--- src/rtl/vga_scan_reader_if.sv ---
// vga_scan_reader_if: video RAM read port between the scan reader and the RAM.
// The reader drives the address; the RAM returns the pixel one Clock later.
interface vga_scan_reader_if;
   logic [15:0] oReadAddress;
   logic [7:0]  iReadData;

   modport master (
      output oReadAddress,
      input  iReadData
   );

   modport slave (
      input  oReadAddress,
      output iReadData
   );
endinterface

--- src/rtl/vga_scan_reader.sv ---
// vga_scan_reader: 640x480 VGA scan-out of a 256x256 RGB332 window from video RAM.
// Define VGA_BORDER_EN to draw a white one-pixel frame around the window.
module vga_scan_reader #(
   parameter int X_OFFSET = 192,
   parameter int Y_OFFSET = 112
) (
   input  logic              Clock,
   input  logic              Reset,
   vga_scan_reader_if.master ram,
   output logic [2:0]        oVGA_Red,
   output logic [2:0]        oVGA_Green,
   output logic [1:0]        oVGA_Blue,
   output logic              oHSync,
   output logic              oVSync,
   output logic              oFrameStart
);

   localparam logic [9:0] H_ACT  = 10'd640;
   localparam logic [9:0] H_SS   = 10'd656;
   localparam logic [9:0] H_SE   = 10'd751;
   localparam logic [9:0] H_LAST = 10'd799;
   localparam logic [9:0] V_ACT  = 10'd480;
   localparam logic [9:0] V_SS   = 10'd490;
   localparam logic [9:0] V_SE   = 10'd491;
   localparam logic [9:0] V_LAST = 10'd524;

   localparam logic [10:0] XL  = 11'(X_OFFSET);
   localparam logic [10:0] XH  = 11'(X_OFFSET + 256);
   localparam logic [10:0] YL  = 11'(Y_OFFSET);
   localparam logic [10:0] YH  = 11'(Y_OFFSET + 256);
   localparam logic [7:0]  XL8 = 8'(X_OFFSET);
   localparam logic [7:0]  YL8 = 8'(Y_OFFSET);

   logic        phase;
   logic        pix_en;
   logic [9:0]  hcount;
   logic [9:0]  vcount;
   logic [10:0] hx;
   logic [10:0] vy;
   logic        in_win;
   logic        active;
   logic        hs;
   logic        vs;
   logic [15:0] addr;
   logic        win_d;
   logic        act_d;
   logic        hs_d;
   logic        vs_d;
   logic [7:0]  pix;
   logic [7:0]  rgb;

   assign pix_en = phase;

   always_ff @(posedge Clock or posedge Reset) begin
      if (Reset) phase <= 1'b0;
      else       phase <= ~phase;
   end

   always_ff @(posedge Clock or posedge Reset) begin
      if (Reset) begin
         hcount <= '0;
         vcount <= '0;
      end else if (pix_en) begin
         if (hcount == H_LAST) begin
            hcount <= '0;
            vcount <= (vcount == V_LAST) ? '0 : vcount + 10'd1;
         end else begin
            hcount <= hcount + 10'd1;
         end
      end
   end

   // Pulses in the Clock right after the counters wrap to (0,0).
   always_ff @(posedge Clock or posedge Reset) begin
      if (Reset) oFrameStart <= 1'b0;
      else       oFrameStart <= pix_en && hcount == H_LAST && vcount == V_LAST;
   end

   assign hx     = {1'b0, hcount};
   assign vy     = {1'b0, vcount};
   assign in_win = hx >= XL && hx < XH && vy >= YL && vy < YH;
   assign active = hcount < H_ACT && vcount < V_ACT;
   assign hs     = !(hcount >= H_SS && hcount <= H_SE);
   assign vs     = !(vcount >= V_SS && vcount <= V_SE);

   always_ff @(posedge Clock or posedge Reset) begin
      if (Reset) begin
         addr  <= '0;
         win_d <= 1'b0;
         act_d <= 1'b0;
         hs_d  <= 1'b1;
         vs_d  <= 1'b1;
      end else if (pix_en) begin
         if (in_win) addr <= {vcount[7:0] - YL8, hcount[7:0] - XL8};
         win_d <= in_win;
         act_d <= active;
         hs_d  <= hs;
         vs_d  <= vs;
      end
   end

`ifdef VGA_BORDER_EN
   localparam logic [10:0] XB = 11'(X_OFFSET - 1);
   localparam logic [10:0] YB = 11'(Y_OFFSET - 1);

   logic in_bx;
   logic in_by;
   logic border;
   logic border_d;

   assign in_bx  = hx >= XB && hx <= XH;
   assign in_by  = vy >= YB && vy <= YH;
   assign border = ((hx == XB || hx == XH) && in_by) ||
                   ((vy == YB || vy == YH) && in_bx);

   always_ff @(posedge Clock or posedge Reset) begin
      if (Reset)       border_d <= 1'b0;
      else if (pix_en) border_d <= border;
   end
`endif

   always_comb begin
      pix = 8'h00;
      if (act_d && win_d) pix = ram.iReadData;
`ifdef VGA_BORDER_EN
      else if (act_d && border_d) pix = 8'hFF;
`endif
   end

   always_ff @(posedge Clock or posedge Reset) begin
      if (Reset) begin
         rgb    <= '0;
         oHSync <= 1'b1;
         oVSync <= 1'b1;
      end else if (pix_en) begin
         rgb    <= pix;
         oHSync <= hs_d;
         oVSync <= vs_d;
      end
   end

   assign ram.oReadAddress = addr;
   assign oVGA_Red   = rgb[7:5];
   assign oVGA_Green = rgb[4:2];
   assign oVGA_Blue  = rgb[1:0];

endmodule

--- src/flat_wrapper.sv ---
// flat-port wrapper written by rule: the top's interface ports become plain ports
module vga_scan_reader_flat 
#(
   parameter int X_OFFSET = 192,
   parameter int Y_OFFSET = 112
)
  (Clock, Reset, oVGA_Red, oVGA_Green, oVGA_Blue, oHSync, oVSync, oFrameStart, ram_oReadAddress, ram_iReadData);
  vga_scan_reader_if ram_i ();
  input  logic Clock;
  input  logic Reset;
  output logic [2:0] oVGA_Red;
  output logic [2:0] oVGA_Green;
  output logic [1:0] oVGA_Blue;
  output logic oHSync;
  output logic oVSync;
  output logic oFrameStart;
  output wire logic [$bits(ram_i.oReadAddress)-1:0] ram_oReadAddress;
  input wire logic [$bits(ram_i.iReadData)-1:0] ram_iReadData;
  assign ram_oReadAddress = ram_i.oReadAddress;
  assign ram_i.iReadData = ram_iReadData;
  vga_scan_reader #(.X_OFFSET(X_OFFSET), .Y_OFFSET(Y_OFFSET)) u_core (.Clock(Clock), .Reset(Reset), .ram(ram_i), .oVGA_Red(oVGA_Red), .oVGA_Green(oVGA_Green), .oVGA_Blue(oVGA_Blue), .oHSync(oHSync), .oVSync(oVSync), .oFrameStart(oFrameStart));
endmodule
--- config.mk ---
export PLATFORM = sky130hd
export DESIGN_NAME = vga_scan_reader_flat
export DESIGN_NICKNAME = d
export VERILOG_FILES = /design/src/rtl/vga_scan_reader_if.sv /design/src/rtl/vga_scan_reader.sv /design/src/flat_wrapper.sv
export SDC_FILE = /design/constraint.sdc
export NUM_CORES = 1
export LEC_CHECK = 0
export BUFFER_PORTS_ARGS = -buffer_cell sky130_fd_sc_hd__buf_2
export CAP_MARGIN = 20
export CORE_MARGIN = 2
export CORE_UTILIZATION = 40
export CTS_CLUSTER_DIAMETER = 200
export DETAILED_ROUTE_END_ITERATION = 8
export SLEW_MARGIN = 20
export SYNTH_ARGS = -nofsm -noshare
export SYNTH_HDL_FRONTEND = slang
export SYNTH_SLANG_ARGS = --single-unit
--- constraint.sdc ---
create_clock -name Clock -period 2.28 [get_ports Clock]
set_input_delay 0.456 -clock Clock [delete_from_list [all_inputs] [get_ports Clock]]
set_output_delay 0.456 -clock Clock [all_outputs]
set_load 0.005 [all_outputs]
[Word-level counts from Yosys, hierarchy flattened]
Cells that the tools add are included.
Storage, ports and cells
  memory bits (read-only): 0
  bits in registers: 52
  RAM bits: 0
  memories kept: 0
  bits in latches: 0
  word-level logic and storage cells: 45
  input bits: 10
Operators by class
  bitwise operators: 1
  div/mod/pow operators: 0
  equality and inequality tests: 2
  $mul: 0
  shift operators: 0
  reductions and logical operators: 13
  mux-type cells: 3
  add/sub/neg operators: 4
  magnitude comparators: 10
Operators with widths (number)
  less-than comparator 10 x 9 -> 1 bit (second input constant): 3
  adder 10 x 1 -> 10 bit (second input constant): 2
  == test 10 bit (second input constant): 2
  two-way mux 10 bit: 2
  >= comparator 10 bit (second input constant): 1
  >= comparator 10 x 7 -> 1 bit (second input constant): 1
  >= comparator 10 x 8 -> 1 bit (second input constant): 1
  >= comparator 10 x 9 -> 1 bit (second input constant): 1
  <= comparator 10 bit (second input constant): 1
  <= comparator 10 x 9 -> 1 bit (second input constant): 1
  less-than comparator 10 bit (second input constant): 1
  logical AND 1 bit: 9
  two-way mux 8 bit: 1
  subtractor 8 x 7 -> 8 bit (second input constant): 1
  subtractor 8 bit (second input constant): 1
  AND reduction 2 bit: 2
  logical NOT 1 bit: 2
  inverter 1 bit: 1

[Longest topological paths before layout]
Gate-level depths: netlist of the first run.
  depth after elaboration: 5
  mapped depth: 7
  depth with buffers taken out: 6

[Worst setup path after synthesis of the first run]
No wires, ideal clock.
  path type: flip-flop to flip-flop
  start: reg u_core.hcount[7]
  end: reg u_core.addr[0], in the netlist u_core.ram.oReadAddress[0]
  cell stages (with the launch flop): 7
  library setup time: 0.125 ns
  arrival: 1.919 ns
  period minus slack after synthesis: 2.044 ns
  slack: 0.236 ns
  cell sequence: dfrtp_1 -> ha_1 -> xor2_1 -> nand4_1 -> a211oi_2 -> buf_6 -> mux2_4
Between the ends
  cells in the longest elaborated chain, start to end: 5
RTL lines
  start, declared: line vga_scan_reader.sv:36  | logic [9:0] hcount;
  start signal, assigned: line vga_scan_reader.sv:68  | hcount <= hcount + 10'd1;
  >= comparator 10 x 8 -> 1 bit / less-than comparator 10 x 9 -> 1 bit (equally long branches): line vga_scan_reader.sv:81  | assign in_win = hx >= XL && hx < XH && vy >= YL && vy < YH;
  logical AND 1 bit * (3 in a row): line vga_scan_reader.sv:81
  AND reduction 2 bit (no source line) *
  end signal, assigned: line vga_scan_reader.sv:94  | if (in_win) addr <= {vcount[7:0] - YL8, hcount[7:0] - XL8};
  end, declared: line vga_scan_reader.sv:44  | logic [15:0] addr;
Mark *: on every way between the ends. The rest lies on a longest branch, timed or not.
A chain may end at the register's enable or synchronous reset.

[Worst setup path after layout of the first run]
  start: reg u_core.hcount[7]
  end: reg u_core.addr[9], in the netlist u_core.ram.oReadAddress[9]
Same word-level chain as after synthesis.

==> summary.md, run 1 <==
| Metric | Value |
|---|---|
| Final Non-Filler Cells | 350 |
| Final setup TNS | 0 ns |
| Worst vdd ir | 0.000239 V |
| Initial core utilization | 40.8% |
| Hold Crit Class | input port to async pin |
| CTS tree | done |
| Final Util | 46.9% |
| Number of enable flip-flop cells after synthesis | 0 |
| Slew Limit Headroom | 63.4% |
| Clock root cell | clkbuf_8 |
| Clock slew at reported path FFs | 0.10 ns |
| Lkg Pwr | 1.39 nW |
| Antenna Nets Post-Route | 0 |
| Final setup fails | 0 |
| # IOs | 37 |
| Initial antenna violation count | 0 |
| Drt first pass iters | 4 |
| Critical R2R Launch | u_core.hcount[7] |
| Final hold vios | 0 |
| FF-to-FF End | u_core.ram.oReadAddress[9] |
| Unique masters post-synth | 42 |
| CTS H-tree depth | 2 |
| Largest net degree at the start of global routing | 29 |
| FILL cells | 608 |
| Average size of a mapped cell | 11.0 um2 |
| Crit. End Element | flop |
| Area growth syn-to-layout | 15.0% |
| # Max-Cap Violations | 0 |
| Row cnt | 29 |
| FF-to-FF setup slack | 0.20 ns |
| Ys async rst share | 100% |
| Ranking of synthesized cells by area | dfrtp_1 (47%), ha_1 (5.4%), mux2_4 (5.3%), dfstp_2 (4.1%), mux2_2 (4.0%) |
| R2R depth | 6 |
| Cells after Synth | 232 |
| Share of the synthesized area in the top cell type | 47.2% |
| Synth Warn # | 0 |
| Die Y | 83.8 um |
| Worst Setup SP | u_core.hcount[7] |
| I/O Buffers | 36 |
| CP Max Fanout | 6 |
| Final HPWL from detailed placement | 3570 um |
| Clock tree buffer depth | 2 |
| Final #Nets | 293 |
| Routability cong. | 0.861 |
| Count leader, synth | dfrtp_1 |
| Crit path required time | 2.48 ns |
| Post-synth top cells | dfrtp_1 (48), nand2_1 (26), o21ai_0 (16) |
| Power per cell area | 506 nW/um2 |
| Final Power | 0.00148 W |
| Post_cts resized | 0 |
| FMAX | 480 MHz |
| Synthesis-stage register bit count | 52 |
| Clock latency on the worst-skew pair | 0.30 ns |
| CP Data Arrival Time | 2.28 ns |
| Cts bufs inserted | 5 |
| Routed wire length | 5060 um |
| Vias in the first global route | 1809 |
| Number of clock sinks | 52 |
| Net count after synthesis | 253 |
| Total GRT Usage | 15.6% |
| Via Count | 1826 |
| Skew final | 0.00620 ns |
| Kind of critical path | flop to flop |
| CTS Hold Bufs | 0 |
| RSZ-0062 raised after global routing | no |
| Post-route DRC violation count | 0 |
| Setup bufs post-CTS | 0 |
| Crit path to | u_core.ram.oReadAddress[9] |
| Dpl cells | 342 |
| Primary FF master, synth | dfrtp_1 |
| Share of layout cells above drive strength 1 | 29.3% |
| Min Hold Slack | 0.190 ns |
| Max-slew violation count | 0 |
| Tcrit/Tclk final | 91.3% |
| Synth Cell Area | 2540 um2 |
| Post-layout min period | 2.08 ns |
| Worst slew pin tran | 0.547 ns |
| Chip Width | 83.8 um |
| Cell taking the most area after synthesis | dfrtp_1 |
| Status | complete, no violations |
| Critical Path Source Type | flop |
| Total congestion overflow | 0 |
| Core area | 6240 um2 |
| Diode count | 0 |
| Vias per cell | 5.22 |
| Global-route wire length before repair | 9000 um |
| Wire per inst | 14.5 um |
| Die footprint | 7020 um2 |
| Sequential share of the synthesized area | 51.3% |
| 1st-iter DRT viols | 77 |
## cell families after synthesis
family                   Yosys count  share of synthesized area [%]
flip-flops                        52                           51.3
adder cells (fa/ha/maj)           11                           5.41
XOR/XNOR                           8                           2.75
AND/OR/NAND/NOR                   76                           16.2
buffers and inverters             23                           3.93
AO/OA/AOI/OAI                     43                           10.7
multiplexers                      19                           9.69
## critical path, stage by stage, from the launching register on
cell      delay (ns)
dfrtp_1         0.46
ha_1            0.29
xor2_1          0.19
nand4_1         0.14
a211oi_2        0.32
buf_4           0.23
mux2_2          0.34
## registers in the layout, indices dropped and copies added (netlist names)
name                     flops
u_core.hcount               10
u_core.vcount               10
u_core.oVSync                1
u_core.ram.oReadAddress     16
u_core.hs_d                  1
u_core.win_d                 1
u_core.oFrameStart           1
u_core.vs_d                  1
u_core.act_d                 1
u_core.oHSync                1
u_core.rgb                   8
u_core.phase                 1
## cell usage in the layout (no fill, tap or decap), drive strengths merged, types with 2 or more instances in the layout
cell type,synthesis,layout
dfrtp,48,48
buf,4,44
nand2,26,26
mux2,18,18
o21ai,16,16
inv,12,12
ha,11,11
a21oi,10,10
nor2,9,9
o2bb2ai,9,9
nand4,9,9
nand3,8,8
xor2,6,6
nor3,6,6
or3,5,5
clkbuf,7,5
dfstp,4,4
and3,3,3
clkinv,0,3
o22ai,2,2
xnor2,2,2
a211oi,2,2
## report_power, final
part / switching, W / internal [W]
clock: 0.000313 / 0.000215
combinational: 0.0000215 / 0.0000107
sequential: 0 / 0.000922
total: 0.000334 / 0.00115
## layout make-up
type,count,area (um2),area share (%)
clock inverter,3,18.8,0.641
clock buffer,5,68.8,2.35
sequential,52,1310,44.6
inverter,12,45.0,1.54
multi-input combinational,157,1140,38.9
timing repair buffer,44,253,8.64
tap,77,96.3,3.29
## per-stage QoR
step | cell area, um2 | setup slack, ns
6_report | 2930 | 0.198
5_1_grt | 2930 | 0.109
4_1_cts | 2930 | 0.206
3_5_place_dp | 2840 | 0.222
3_3_place_gp | 2840 | 0.292
2_1_floorplan | 2540 | 0.236
## metal layers
metal  track usage [%]  vias to the layer above  share of wire, %
met5                 0                        -                 0
met4              4.40                        0               1.1
met3              2.08                        5               3.2
met2              21.9                       34                44
met1              25.1                      884                52
li1                  -                      903                 -
## worst min-delay path by stage
stage          cells after the start                          end           from
6_report                           2  u_core.ram.oReadAddress[12]          Reset
5_1_grt                            2  u_core.ram.oReadAddress[12]          Reset
4_1_cts                            2  u_core.ram.oReadAddress[12]          Reset
3_5_place_dp                       1                u_core.rgb[3]  u_core.rgb[3]
3_3_place_gp                       1                 u_core.win_d   u_core.win_d
2_1_floorplan                      1                 u_core.win_d   u_core.win_d
Note: power is estimated with default switching activity, not from simulation.
==> run 2: changes to the inputs <==
clock period = 2.51 ns   (was 2.28 ns; I/O delays follow)
==> run 2 against run 1 <==
  * Sequential power shrank 9.2%
  * Worst hold slack gained 0.00056 ns
  * Setup slack gained 0.096 ns
  * Sequential cell count is the same
  * Critical path depth shrank 1
  * Clock power grew 31%
  * Cell count shrank 0.29%
  * Via count shrank 0.27%
  * Clock-buffer cell count is the same
  * First-iteration DRC count grew 13%
  * Largest cell class unchanged
==> summary.md, run 2 (synthesis results as in run 1) <==
| Metric | Value |
|---|---|
| Final hold vios | 0 |
| FMAX | 451 MHz |
| Total GRT Usage | 16.0% |
| RSZ-0062 raised after global routing | no |
| Post_cts resized | 0 |
| Largest net degree at the start of global routing | 33 |
| Post-layout min period | 2.22 ns |
| I/O Buffers | 36 |
| Wire per inst | 14.6 um |
| CTS H-tree depth | 2 |
| Die Y | 83.8 um |
| Die footprint | 7020 um2 |
| Share of layout cells above drive strength 1 | 29.0% |
| Row cnt | 29 |
| Worst vdd ir | 0.000227 V |
| Skew final | 0.00945 ns |
| Antenna Nets Post-Route | 0 |
| Chip Width | 83.8 um |
| Initial core utilization | 40.8% |
| Diode count | 0 |
| Dpl cell area | 2830 um2 |
| Tcrit/Tclk final | 88.3% |
| Final Util | 47.6% |
| Hold Crit Class | input port to async pin |
| # IOs | 37 |
| Via Count | 1821 |
| Routed wire length | 5110 um |
| Crit path required time | 2.76 ns |
| Area growth syn-to-layout | 16.7% |
| Setup bufs post-CTS | 0 |
| # Max-Cap Violations | 0 |
| Lkg Pwr | 1.41 nW |
| Routability cong. | 0.864 |
| Crit. End Element | flop |
| Vias per cell | 5.22 |
| Power per cell area | 525 nW/um2 |
| Post-Layout Inst Area | 2970 um2 |
| Clock root cell | clkbuf_8 |
| CTS Hold Bufs | 0 |
| Final setup fails | 0 |
| Cts bufs inserted | 5 |
| Slew Limit Headroom | 68.2% |
| Final HPWL from detailed placement | 3520 um |
| Final #Nets | 292 |
| Post-route DRC violation count | 0 |
| Total congestion overflow | 0 |
| Clock tree buffer depth | 2 |
| CTS tree | done |
| Max reg flops | 16 |
| CP Data Arrival Time | 2.46 ns |
| Core area | 6240 um2 |
| Worst slew pin tran | 0.476 ns |
| Final setup TNS | 0 ns |
| Clock slew at reported path FFs | 0.10 ns |
| CP Max Fanout | 12 |
| Global-route wire length before repair | 9160 um |
| Critical Path Source Type | flop |
| 1st-iter DRT viols | 87 |
| Status | complete, no violations |
| Drt first pass iters | 4 |
| Kind of critical path | flop to flop |
| Most frequent cells in the layout | dfrtp_1 (48), buf_2 (36), nand2_1 (26), o21ai_0 (16) |
| Max-slew violation count | 0 |
| Commonest non-fill, non-tap cell in the layout | dfrtp_1 |
| Clock latency on the worst-skew pair | 0.31 ns |
| Number of clock sinks | 52 |
| Vias in the first global route | 1880 |
| Initial antenna violation count | 0 |
run 2: per-stage QoR:
step	setup slack [ns]	cells	total power [W]	hold slack [ns]
after floorplan	0.466	232	0.000869	0.453
after global routing	0.141	349	0.00162	0.227
after detailed placement	0.367	341	0.000885	0.472
final	0.294	349	0.00156	0.190
after global placement	0.412	341	0.000885	0.463
after CTS	0.296	349	0.00158	0.205
run 2: layout make-up:
| type | count | area [um2] |
|---|---|---|
| repair buffers | 43 | 245 |
| inverters | 12 | 45.0 |
| flip-flops and latches | 52 | 1310 |
| multi-input cells | 157 | 1140 |
| well taps | 77 | 96.3 |
| clock inverters | 3 | 68.8 |
| clock buffers | 5 | 68.8 |
| fillers | 584 | 3270 |
run 2: final timing paths:
kind	start	endpoint	slack (ns)	depth (start not counted)
min	Reset	u_core.ram.oReadAddress[12]	0.19	2
max	u_core.hcount[0]	u_core.vcount[9]	0.29	5
min in group Clock	ram_iReadData[3]	u_core.rgb[3]	0.42	3
min reg2reg	u_core.rgb[5]	u_core.rgb[5]	0.49	1
max in group asynchronous	Reset	u_core.oVSync	1.72	3
max reg2reg	u_core.hcount[0]	u_core.vcount[9]	0.29	5
run 2: worst max-delay path, cell delays in order (launching register included):
cell	delay [ns]
dfrtp_1	0.46
ha_1	0.30
nand4_1	0.21
or3_1	0.54
or4_1	0.55
nand3_1	0.09
run 2: where the power goes:
part	internal [W]	total, W	switching (W)	leakage [nW]
sequential	0.000837	0.000837	0	0.693
combinational	0.00000971	0.0000293	0.0000196	0.646
clock	0.000401	0.000693	0.000292	0.0687
run 2: routing by layer:
layer	global-route usage [%]	wire [um]	vias to the layer above
met4	6.30	88	0
met5	0	0	-
met3	3.07	167	6
met2	24.4	2290	30
met1	22.6	2560	886
li1	-	-	899
